`config.mk`:
```
export PLATFORM = sky130hd
export DESIGN_NAME = wb_sdr_burst_master
export DESIGN_NICKNAME = d
export VERILOG_FILES = /design/src/rtl/wb_mst_pkg.sv /design/src/rtl/wb_mst_pattern.sv /design/src/rtl/wb_sdr_burst_master.sv
export SDC_FILE = /design/constraint.sdc
export NUM_CORES = 1
export LEC_CHECK = 0
export ABC_AREA = 1
export BUFFER_PORTS_ARGS = -buffer_cell sky130_fd_sc_hd__buf_4
export CAP_MARGIN = 20
export CORE_MARGIN = 3
export CORE_UTILIZATION = 40
export CTS_BUF_LIST = sky130_fd_sc_hd__clkbuf_8
export CTS_CLUSTER_SIZE = 10
export DETAILED_ROUTE_END_ITERATION = 16
export GPL_ROUTABILITY_DRIVEN = 0
export PLACE_DENSITY = 0.68
export SYNTH_ARGS = -nofsm -noshare
export SYNTH_HDL_FRONTEND = slang
export SYNTH_SLANG_ARGS = --single-unit
```
`constraint.sdc`:
```
create_clock -name wb_clk_i -period 1.7 [get_ports wb_clk_i]
set_input_delay 0.085 -clock wb_clk_i [delete_from_list [all_inputs] [get_ports wb_clk_i]]
set_output_delay 0.085 -clock wb_clk_i [all_outputs]
set_load 0.01 [all_outputs]
```
`src/rtl/wb_mst_pkg.sv`:
```
`default_nettype none
// +----------------------------------------------------------------------------+
// | Package   : wb_mst_pkg                                                     |
// | Purpose   : Shared types and constants for the Wishbone burst initiator.   |
// |             Holds the FSM state encoding and the Wishbone B3 cycle-type    |
// |             tags placed on wb_cti_o.                                       |
// | Revision  : 1.0  initial release                                           |
// +----------------------------------------------------------------------------+
package wb_mst_pkg;

  typedef enum logic [1:0] {
    IDLE = 2'd0,
    BUS  = 2'd1,
    DONE = 2'd2
  } state_t;

  localparam logic [2:0] CTI_CLASSIC = 3'b000;
  localparam logic [2:0] CTI_INCR    = 3'b010;
  localparam logic [2:0] CTI_EOB     = 3'b111;

  // Cycle type of a beat, given how many beats remain including this one
  // and whether the whole command is a single beat.
  function automatic logic [2:0] beat_cti(input logic single, input logic last);
    if (single)    return CTI_CLASSIC;
    else if (last) return CTI_EOB;
    else           return CTI_INCR;
  endfunction

endpackage
`default_nettype wire

```
`src/rtl/wb_mst_pattern.sv`:
```
`default_nettype none
// +----------------------------------------------------------------------------+
// | Module    : wb_mst_pattern                                                 |
// | Purpose   : Data pattern generator and optional read checker. The pattern  |
// |             register is loaded with the command seed and advances by one   |
// |             on every acknowledged beat; its value is the write data and    |
// |             the expected read data of the current beat.                    |
// | Config    : WB_MST_CHECK_EN - when defined, read beats are compared with   |
// |             the pattern on the enabled byte lanes and mismatches counted   |
// |             (saturating). When undefined, o_err_cnt is tied to 0.          |
// | Ports     : clk, rst      clock / synchronous active-high reset            |
// |             i_load        load i_seed into the pattern                     |
// |             i_step        advance the pattern (beat acknowledged)          |
// |             i_check       compare i_rd_dat this cycle (read beat ack)      |
// |             i_sel         byte enables used as compare mask                |
// |             o_pat         current pattern value                            |
// |             o_err_cnt     mismatch count                                   |
// | Revision  : 1.0  initial release                                           |
// +----------------------------------------------------------------------------+
module wb_mst_pattern #(
  parameter int dw = 32
) (
  input  logic            clk,
  input  logic            rst,
  input  logic            i_load,
  input  logic [dw-1:0]   i_seed,
  input  logic            i_step,
  input  logic            i_check,
  input  logic [dw/8-1:0] i_sel,
  input  logic [dw-1:0]   i_rd_dat,
  output logic [dw-1:0]   o_pat,
  output logic [15:0]     o_err_cnt
);

  logic [dw-1:0] r_pat;

  always_ff @(posedge clk) begin
    if (rst) begin
      r_pat <= '0;
    end else if (i_load) begin
      r_pat <= i_seed;
    end else if (i_step) begin
      r_pat <= r_pat + 1'b1;
    end
  end

  assign o_pat = r_pat;

`ifdef WB_MST_CHECK_EN
  logic [dw-1:0] w_mask;
  logic          w_mismatch;
  logic [15:0]   r_err_cnt;

  for (genvar g = 0; g < dw/8; g++) begin : g_lane
    assign w_mask[g*8 +: 8] = {8{i_sel[g]}};
  end

  // r_pat still holds the value for the beat being acknowledged.
  assign w_mismatch = |((i_rd_dat ^ r_pat) & w_mask);

  always_ff @(posedge clk) begin
    if (rst) begin
      r_err_cnt <= '0;
    end else if (i_check && w_mismatch && (r_err_cnt != 16'hFFFF)) begin
      r_err_cnt <= r_err_cnt + 16'd1;
    end
  end

  assign o_err_cnt = r_err_cnt;
`else
  logic w_unused_chk;
  assign w_unused_chk = ^{i_check, i_sel, i_rd_dat};
  assign o_err_cnt    = 16'd0;
`endif

endmodule
`default_nettype wire

```
`src/rtl/wb_sdr_burst_master.sv`:
```
`default_nettype none
// +----------------------------------------------------------------------------+
// | Module    : wb_sdr_burst_master                                            |
// | Purpose   : Wishbone B3 incrementing-burst initiator used as a traffic     |
// |             generator / memory-test engine in front of the SDRAM           |
// |             controller. One command = one burst of cmd_len beats.          |
// | Config    : WB_MST_CHECK_EN enables read-data checking (err_cnt).          |
// | Ports     : wb_clk_i, wb_rst_i       clock, sync active-high reset         |
// |             cmd_*                    command handshake and fields          |
// |             wb_*_o / wb_ack_i/dat_i  Wishbone master port                  |
// |             rd_data, rd_valid        read beat stream                      |
// |             done                     1-cycle end-of-command pulse          |
// |             timeout                  sticky ack-timeout flag               |
// |             err_cnt                  read mismatch count                   |
// | Revision  : 1.0  initial release                                           |
// +----------------------------------------------------------------------------+
module wb_sdr_burst_master
  import wb_mst_pkg::*;
#(
  parameter int APP_AW = 26,
  parameter int dw     = 32,
  parameter int BL_W   = 9,
  parameter int TO_W   = 10
) (
  input  logic              wb_clk_i,
  input  logic              wb_rst_i,
  input  logic              cmd_valid,
  output logic              cmd_ready,
  input  logic              cmd_we,
  input  logic [APP_AW-1:0] cmd_addr,
  input  logic [BL_W-1:0]   cmd_len,
  input  logic [dw/8-1:0]   cmd_sel,
  input  logic [dw-1:0]     cmd_seed,
  output logic              wb_cyc_o,
  output logic              wb_stb_o,
  output logic              wb_we_o,
  output logic [APP_AW-1:0] wb_addr_o,
  output logic [dw/8-1:0]   wb_sel_o,
  output logic [dw-1:0]     wb_dat_o,
  output logic [2:0]        wb_cti_o,
  input  logic              wb_ack_i,
  input  logic [dw-1:0]     wb_dat_i,
  output logic [dw-1:0]     rd_data,
  output logic              rd_valid,
  output logic              done,
  output logic              timeout,
  output logic [15:0]       err_cnt
);

  localparam int              c_lsb     = $clog2(dw/8);
  localparam logic [APP_AW-1:0] c_step  = APP_AW'(dw/8);
  // Counter value on the last tolerated idle cycle: stb stays up for
  // 2**TO_W-1 cycles without an ack before the cycle is abandoned.
  localparam logic [TO_W-1:0] c_to_last = {{(TO_W-1){1'b1}}, 1'b0};

  state_t              r_state;
  logic                r_cmd_ready;
  logic                r_cyc;
  logic                r_stb;
  logic                r_we;
  logic [APP_AW-1:0]   r_addr;
  logic [dw/8-1:0]     r_sel;
  logic [2:0]          r_cti;
  logic [BL_W-1:0]     r_beat_cnt;
  logic [TO_W-1:0]     r_to_cnt;
  logic [dw-1:0]       r_rd_data;
  logic                r_rd_valid;
  logic                r_done;
  logic                r_timeout;

  logic                w_accept;
  logic                w_ack;
  logic [BL_W-1:0]     w_len_eff;
  logic [APP_AW-1:0]   w_addr_aligned;
  logic [dw-1:0]       w_pat;

  assign w_accept  = (r_state == IDLE) && cmd_valid && r_cmd_ready;
  // Acks outside an active strobe (including late ones after a timeout)
  // are dropped here.
  assign w_ack     = (r_state == BUS) && r_stb && wb_ack_i;
  assign w_len_eff = (cmd_len == '0) ? BL_W'(1) : cmd_len;

  if (c_lsb > 0) begin : g_align
    logic w_unused_addr_lsb;
    assign w_unused_addr_lsb = ^cmd_addr[c_lsb-1:0];
    assign w_addr_aligned    = {cmd_addr[APP_AW-1:c_lsb], {c_lsb{1'b0}}};
  end else begin : g_no_align
    assign w_addr_aligned = cmd_addr;
  end

  always_ff @(posedge wb_clk_i) begin
    if (wb_rst_i) begin
      r_state     <= IDLE;
      r_cmd_ready <= 1'b0;
      r_cyc       <= 1'b0;
      r_stb       <= 1'b0;
      r_we        <= 1'b0;
      r_addr      <= '0;
      r_sel       <= '0;
      r_cti       <= CTI_CLASSIC;
      r_beat_cnt  <= '0;
      r_to_cnt    <= '0;
      r_rd_data   <= '0;
      r_rd_valid  <= 1'b0;
      r_done      <= 1'b0;
      r_timeout   <= 1'b0;
    end else begin
      r_rd_valid <= 1'b0;
      r_done     <= 1'b0;
      case (r_state)
        IDLE: begin
          r_cmd_ready <= 1'b1;
          if (w_accept) begin
            r_state     <= BUS;
            r_cmd_ready <= 1'b0;
            r_cyc       <= 1'b1;
            r_stb       <= 1'b1;
            r_we        <= cmd_we;
            r_addr      <= w_addr_aligned;
            r_sel       <= cmd_sel;
            r_beat_cnt  <= w_len_eff;
            r_cti       <= beat_cti(w_len_eff == BL_W'(1), 1'b0);
            r_to_cnt    <= '0;
            r_timeout   <= 1'b0;
          end
        end

        BUS: begin
          if (w_ack) begin
            r_to_cnt   <= '0;
            r_beat_cnt <= r_beat_cnt - BL_W'(1);
            if (!r_we) begin
              r_rd_data  <= wb_dat_i;
              r_rd_valid <= 1'b1;
            end
            if (r_beat_cnt == BL_W'(1)) begin
              r_cyc   <= 1'b0;
              r_stb   <= 1'b0;
              r_cti   <= CTI_CLASSIC;
              r_done  <= 1'b1;
              r_state <= DONE;
            end else begin
              // Next beat goes out back-to-back; it is the last one when
              // exactly two beats were outstanding before this ack.
              r_addr <= r_addr + c_step;
              r_cti  <= beat_cti(1'b0, r_beat_cnt == BL_W'(2));
            end
          end else if (r_to_cnt == c_to_last) begin
            r_cyc     <= 1'b0;
            r_stb     <= 1'b0;
            r_cti     <= CTI_CLASSIC;
            r_timeout <= 1'b1;
            r_done    <= 1'b1;
            r_state   <= DONE;
          end else begin
            r_to_cnt <= r_to_cnt + TO_W'(1);
          end
        end

        DONE: begin
          r_state     <= IDLE;
          r_cmd_ready <= 1'b1;
        end

        default: begin
          r_state     <= IDLE;
          r_cmd_ready <= 1'b0;
        end
      endcase
    end
  end

  wb_mst_pattern #(
    .dw (dw)
  ) u_pattern (
    .clk       (wb_clk_i),
    .rst       (wb_rst_i),
    .i_load    (w_accept),
    .i_seed    (cmd_seed),
    .i_step    (w_ack),
    .i_check   (w_ack && !r_we),
    .i_sel     (r_sel),
    .i_rd_dat  (wb_dat_i),
    .o_pat     (w_pat),
    .o_err_cnt (err_cnt)
  );

  assign cmd_ready = r_cmd_ready;
  assign wb_cyc_o  = r_cyc;
  assign wb_stb_o  = r_stb;
  assign wb_we_o   = r_we;
  assign wb_addr_o = r_addr;
  assign wb_sel_o  = r_sel;
  assign wb_dat_o  = w_pat;
  assign wb_cti_o  = r_cti;
  assign rd_data   = r_rd_data;
  assign rd_valid  = r_rd_valid;
  assign done      = r_done;
  assign timeout   = r_timeout;

endmodule
`default_nettype wire

```
==> out/results.ini, run 1 <==
[route]
drtIter0Drc = 466
vias_per_cell = 4.923
first_pass_iters = 5
routed-wl-met3_um = 1531
drtAntennaViolNets = 0
vias = 8089
drt-met1-wl_um = 9696
drt-total-wl_um = 22500
drc_errors = 0
wire_per_inst_um = 13.69
route.met2.wl_um = 10720
routed.top_layer = met4

[sta]
clock.fmax_mhz = 620.3
finalCritPeriodShare = 0.9482
final.setup.tns_ns = 0
setup_viol = 0
min_period_ns = 1.612
hold_viol = 0
rsz0062_at_grt = yes
drv_slew = 0
clock_skew_ns = 0.01395

[synthesis]
mappedNetlistArea_um2 = 6920
synth_adder_area_share = 0.01266
avgSynthCellArea_um2 = 6.332
synth-simple-area-share = 0.3520
ys_types = 44
synthMuxAreaShare = 0.001446
ys_ff_latch = 121
synth_top_area_share = 0.3500
synth_top_family_by_area = simple AND/OR/NAND/NOR gates
synth_compound_area_frac = 0.1560
synth-async-reset-ratio = 0
synthFlopType = dfxtp_1
synth_warnings = 0
synth_edf_count = 0
syn_inst = 1093
synth_xor_area_frac = 0.01139
yosys.area.top_type = dfxtp_1
ys_seq_area_frac = 0.3500
synthTopCellsByArea = dfxtp_1 35%, nand2_1 15%, nor2_1 8.7%

[floorplanning]
dieArea_um2 = 18920
initial_utilization = 0.4129
die_height_um = 137.5
coreArea_um2 = 16760
row_count = 47
top_level_ports = 228
die_x_um = 137.5

[critical_path]
worstRegToRegCells = 7
timing.rr.end = rd_data[0]
endpoint_kind = flop
critPathCapture = rd_data[0]
r2r_setup_slack_ns = 0.09
critPathMaxStageDelay_ns = 0.33
start_kind = flop
cp.arrival_ns = 1.94
crit_fanout = 49
critPathBufInv = 2
critPathKind = reg2reg
path_delay_family = simple AND/OR/NAND/NOR gates
crit_chain = nand2_1 -> nor2_8 -> inv_4 -> or2_2 -> buf_12 -> o21ai_0 -> a21oi_1
worst-path-stages = 7
crit-reg2reg-launch = wb_stb_o
crit_start = wb_stb_o
cp_slowest_cell = dfxtp_1
required_ns = 2.03

[cts]
cts.sinks = 121
cts_tree = yes
cts_buffers = 17
cts_root_buffer = clkbuf_8
clk_pin_slew_ns = 0.08
htreeDepth = 4
clk_latency_ns = 0.45
cts_max_path_buffers = 2

[global_route]
grt_antenna_before_repair = 0
grt_pass1_vias = 7287
grt_pass1_wl_um = 34680
grtUsageTotal = 0.2282
grt_max_degree = 50
grt_overflow = 0

[worst_hold_path]
hold_path_class = in2reg
min_path_cells = 5

[layout]
nNetsFinal = 1526
final_common_cell = nand2_1
area_delta_synth_final_pct = 47.82
final_cell_mix = 284 x nand2_1, 255 x buf_4, 156 x nor2_1, 118 x dfxtp_1, 108 x inv_1
drive_gt1_frac = 0.2298
final_area_um2 = 10230
n_antenna_cell = 0
final_cells = 1643

[power]
max-vdd-ir-drop_mv = 0.5641
p_leak_uw = 0.004478
power.density_nw_per_um2 = 772.2

[run_status]
status = complete, no violations

[placed_design]
hpwl_um = 15750
placed_area_um2 = 8909
placement.io_buffers = 207
place_inst = 1527

[flow_run]
max-cap-violations = 0

-- worst reg2reg max path, stage by stage, from the launching register on --
cell	delay, ns
dfxtp_1	0.33
nand2_1	0.13
nor2_8	0.18
inv_4	0.09
or2_2	0.33
buf_12	0.19
o21ai_0	0.19
a21oi_1	0.06
-- registers in the layout, summed over array words and instances (netlist names) --
register,cells
rd_data,32
u_pattern.o_pat,32
wb_addr_o,24
r_to_cnt,10
r_beat_cnt,9
wb_sel_o,4
r_state,2
wb_cti_o,2
cmd_ready,1
done,1
rd_valid,1
timeout,1
wb_stb_o,1
wb_we_o,1
-- worst min path at each step --
stage	endpoint	slack, ns	from
4_1_cts	wb_addr_o[13]	0.001	cmd_addr[13]
2_1_floorplan	u_pattern.o_pat[12]	0.24	cmd_seed[12]
5_1_grt	wb_addr_o[12]	0.02	cmd_addr[12]
3_3_place_gp	wb_sel_o[0]	0.34	cmd_sel[0]
3_5_place_dp	wb_sel_o[0]	0.35	cmd_sel[0]
6_report	wb_addr_o[12]	0.01	cmd_addr[12]
-- area by class of cell --
type	instances	area (µm²)
fill	1580	6530
clock buffer	18	247.7
inverter	111	419.2
tap	220	275.3
sequential	121	2426
timing repair buffer	345	2877
multi-input combinational	815	3821
clock inverter	13	163.9
-- routing by layer --
metal / vias to the layer above / track usage
li1: 4144 / -
met1: 3643 / 0.2871
met2: 257 / 0.3785
met3: 45 / 0.05880
met4: 0 / 0.07927
met5: - / 0
-- synthesized netlist by cell type, types with 4 or more instances --
library cell  count
a21oi_1          86
nand4_1          18
xor2_1            6
dfxtp_1         121
inv_2             6
buf_2            12
nand2_1         285
clkbuf_1         21
o21ai_1          20
a31oi_1           6
buf_6             6
ha_1              7
nor2_2            6
nand3_1          68
nor2_1          160
o21a_1            4
nor3_1           26
inv_1           103
nand3b_1          6
o211ai_1          7
buf_4            23
o21ai_0          62
a211oi_1          4
-- timing repair --
| action | CTS | global route |
|---|---|---|
| endpoints found under the setup margin | 0 | 32 |
| hold buffers | 83 | 0 |
| gates resized for setup | 0 | 25 |
| setup buffers | 0 | 2 |
| hold endpoints to repair | 93 | 0 |
-- through the flow --
step	power (µW)	utilization	worst slack, ns	hold WS (ns)
3_3_place_gp	4986	0.5315	0.09446	0.3374
4_1_cts	7918	0.6057	0.04396	0.001441
6_report	7900	0.6104	0.08798	0.01081
3_5_place_dp	5006	0.5315	0.05799	0.3473
5_1_grt	8303	0.6104	-0.04806	0.01794
2_1_floorplan	4227	-	0.04693	0.2445
-- where the power goes --
group / switching, µW / internal (µW)
registers: 203 / 3020
logic: 997 / 915
clock network: 1170 / 1600
-- cells by family after synthesis --
logic type | after synthesis
flops | 121
mux | 1
other cells | 1
buf+inv | 174
xor+xnor | 9
compound gates | 200
simple gates | 580
fa+ha+maj | 7
Note: power is estimated with default switching activity, not from simulation.
==> inputs of run 2 (changes only) <==
- CELL_PAD_IN_SITES_DETAIL_PLACEMENT: not set -> 1
- CELL_PAD_IN_SITES_GLOBAL_PLACEMENT: not set -> 1
- CORE_UTILIZATION: 40 -> 32
- GPL_TIMING_DRIVEN: not set -> 0
- PLACE_DENSITY: 0.68 -> not set
- PLACE_DENSITY_LB_ADDON: not set -> 0.1
==> run 2 against run 1 <==
- combinational power rose by 8%
- first-iteration DRC count fell by 25%
- cell area rose by 3.2%
- clock skew rose by 0.0050 ns
- clock-buffer cell count fell by 1
- largest power group unchanged
==> out/results.ini, run 2 (synthesis results as in run 1) <==
[floorplanning]
die_height_um = 153.1
row_count = 53
die_x_um = 153.1
coreArea_um2 = 21150
dieArea_um2 = 23430
initial_utilization = 0.3271
top_level_ports = 228

[placed_design]
placement.io_buffers = 207
dp_worst_setup_slack_ns = -0.3392
hpwl_um = 21440
place_inst = 1592

[worst_hold_path]
hold_path_class = in2reg

[critical_path]
cp.arrival_ns = 1.99
timing.rr.end = rd_data[18]
critPathKind = reg2reg
crit_fanout = 10
r2r_setup_slack_ns = 0.06
cp_slowest_cell = dfxtp_2
required_ns = 2.05
start_kind = flop
crit-reg2reg-launch = wb_stb_o
worstRegToRegCells = 8
crit_chain = nand2_2 -> nor2_8 -> inv_4 -> or2_1 -> buf_4 -> buf_6 -> o21ai_1 -> a21oi_1
endpoint_kind = flop
critPathMaxStageDelay_ns = 0.39
critPathCapture = rd_data[18]
crit_start = wb_stb_o

[sta]
clock.fmax_mhz = 609.6
finalCritPeriodShare = 0.9650
clock_skew_ns = 0.01893
setup_viol = 0
rsz0062_at_grt = yes
worst_slew_pin_slew_ns = 0.7928
drv_slew = 0
min_period_ns = 1.640
slew_headroom = 0.4715
setup_slack_ns = 0.05953
hold_viol = 0

[power]
seqPwrFrac = 0.405
max-vdd-ir-drop_mv = 0.5688
combinationalPowerShare = 0.257
p_sw_frac = 0.3450
p_leak_uw = 0.004559
power.density_nw_per_um2 = 763.2
power.internal_uw = 5279
p_sw_uw = 2781
power_frac_clock = 0.338

[layout]
nNetsFinal = 1548
final_cells = 1723
drive_gt1_frac = 0.2711
final_cell_mix = 276 x nand2_1, 248 x buf_4, 148 x nor2_1, 103 x dfxtp_1, 99 x inv_1
final_common_cell = nand2_1
n_fill_cell = 2783
final-seq-area_um2 = 2452
multi_input_area_um2 = 3990
area_delta_synth_final_pct = 52.59

[cts]
clk_latency_ns = 0.46
clk_pin_slew_ns = 0.09
cts.sinks = 121
cts_buffers = 17
cts_root_buffer = clkbuf_8
cts_max_path_buffers = 2
htreeDepth = 4
cts_tree = yes

[global_route]
grt_pass1_vias = 8494
grt_pass1_wl_um = 45890
grtUsageTotal = 0.2427
busiest_layer = met2
grtUsageMet1 = 0.3166
grt_max_degree = 17
use_met3 = 0.04275
grt_antenna_before_repair = 2
grtUsageMet2 = 0.4075
grt_overflow = 0

[route]
vias = 8445
vias_per_cell = 4.901
drtAntennaViolNets = 0
first_pass_iters = 5
drtIter0Drc = 349
drt-total-wl_um = 29570
drc_errors = 0
wire_per_inst_um = 17.16

[run_status]
status = complete, no violations

[flow_run]
max-cap-violations = 0

==> run 2: repair_timing <==
action / CTS / global route
setup endpoints to repair: 110 / 109
setup buffers: 5 / 13
gates cloned: 0 / 1
gates resized for setup: 34 / 82
hold endpoints to repair: 78 / 0
hold buffers: 78 / 0
pin swaps: 3 / 7
==> run 2: per-stage QoR <==
| stage | power, µW | instance area, µm² | TNS (ns) | util | hold slack (ns) |
|---|---|---|---|---|---|
| floorplan | 4227 | 6984 | 0 | - | 0.2445 |
| global placement | 5047 | 8882 | -13.31 | 0.4199 | 0.3380 |
| detailed placement | 5087 | 8882 | -15.59 | 0.4199 | 0.3515 |
| CTS | 7989 | 10210 | -0.03175 | 0.4827 | 0.0007734 |
| global route | 8474 | 10560 | -0.5457 | 0.4992 | 0.03265 |
| finish | 8060 | 10560 | 0 | 0.4992 | 0.02055 |
==> run 2: worst min-delay path by stage <==
stage,start,endpoint,slack (ns),depth (start not counted)
2_1_floorplan,cmd_seed[12],u_pattern.o_pat[12],0.24,2
3_3_place_gp,cmd_sel[1],wb_sel_o[1],0.34,3
3_5_place_dp,cmd_sel[3],wb_sel_o[3],0.35,3
4_1_cts,cmd_addr[11],wb_addr_o[11],0.0008,5
5_1_grt,cmd_addr[17],wb_addr_o[17],0.03,5
6_report,cmd_addr[11],wb_addr_o[11],0.02,5
==> run 2: critical path, delay by kind of cell, from the launching register on <==
| family | cells | cell delay [ns] |
|---|---|---|
| DFF | 1 | 0.39 |
| and+or+nand+nor | 3 | 0.49 |
| buffers and inverters | 3 | 0.43 |
| AOI/OAI and AO/OA | 2 | 0.22 |
==> run 2: area by class of cell <==
type                            count  area share
Inverter                          111     0.04064
Antenna cell                        2   0.0004739
Clock inverter                     15     0.01576
Timing Repair Buffer              304      0.2378
Sequential cell                   121      0.2322
Clock buffer                       17     0.02216
Buffer                             63     0.04052
Tap cell                          275     0.03258
Multi-Input combinational cell    815      0.3778
==> run 2: per-layer routing <==
layer,vias up,share of wire
met5,-,0
met4,0,0.023
met1,4008,0.45
li1,4181,-
met3,40,0.048
met2,216,0.48
==> run 2: power by group through the flow <==
stage	sequential [µW]	combinational, µW	clock (µW)
final	3260	2070	2730
after global routing	3290	2270	2910
after CTS	3250	1960	2780
after detailed placement	3310	1780	0
after global placement	3300	1740	0
after floorplan	3310	914	0
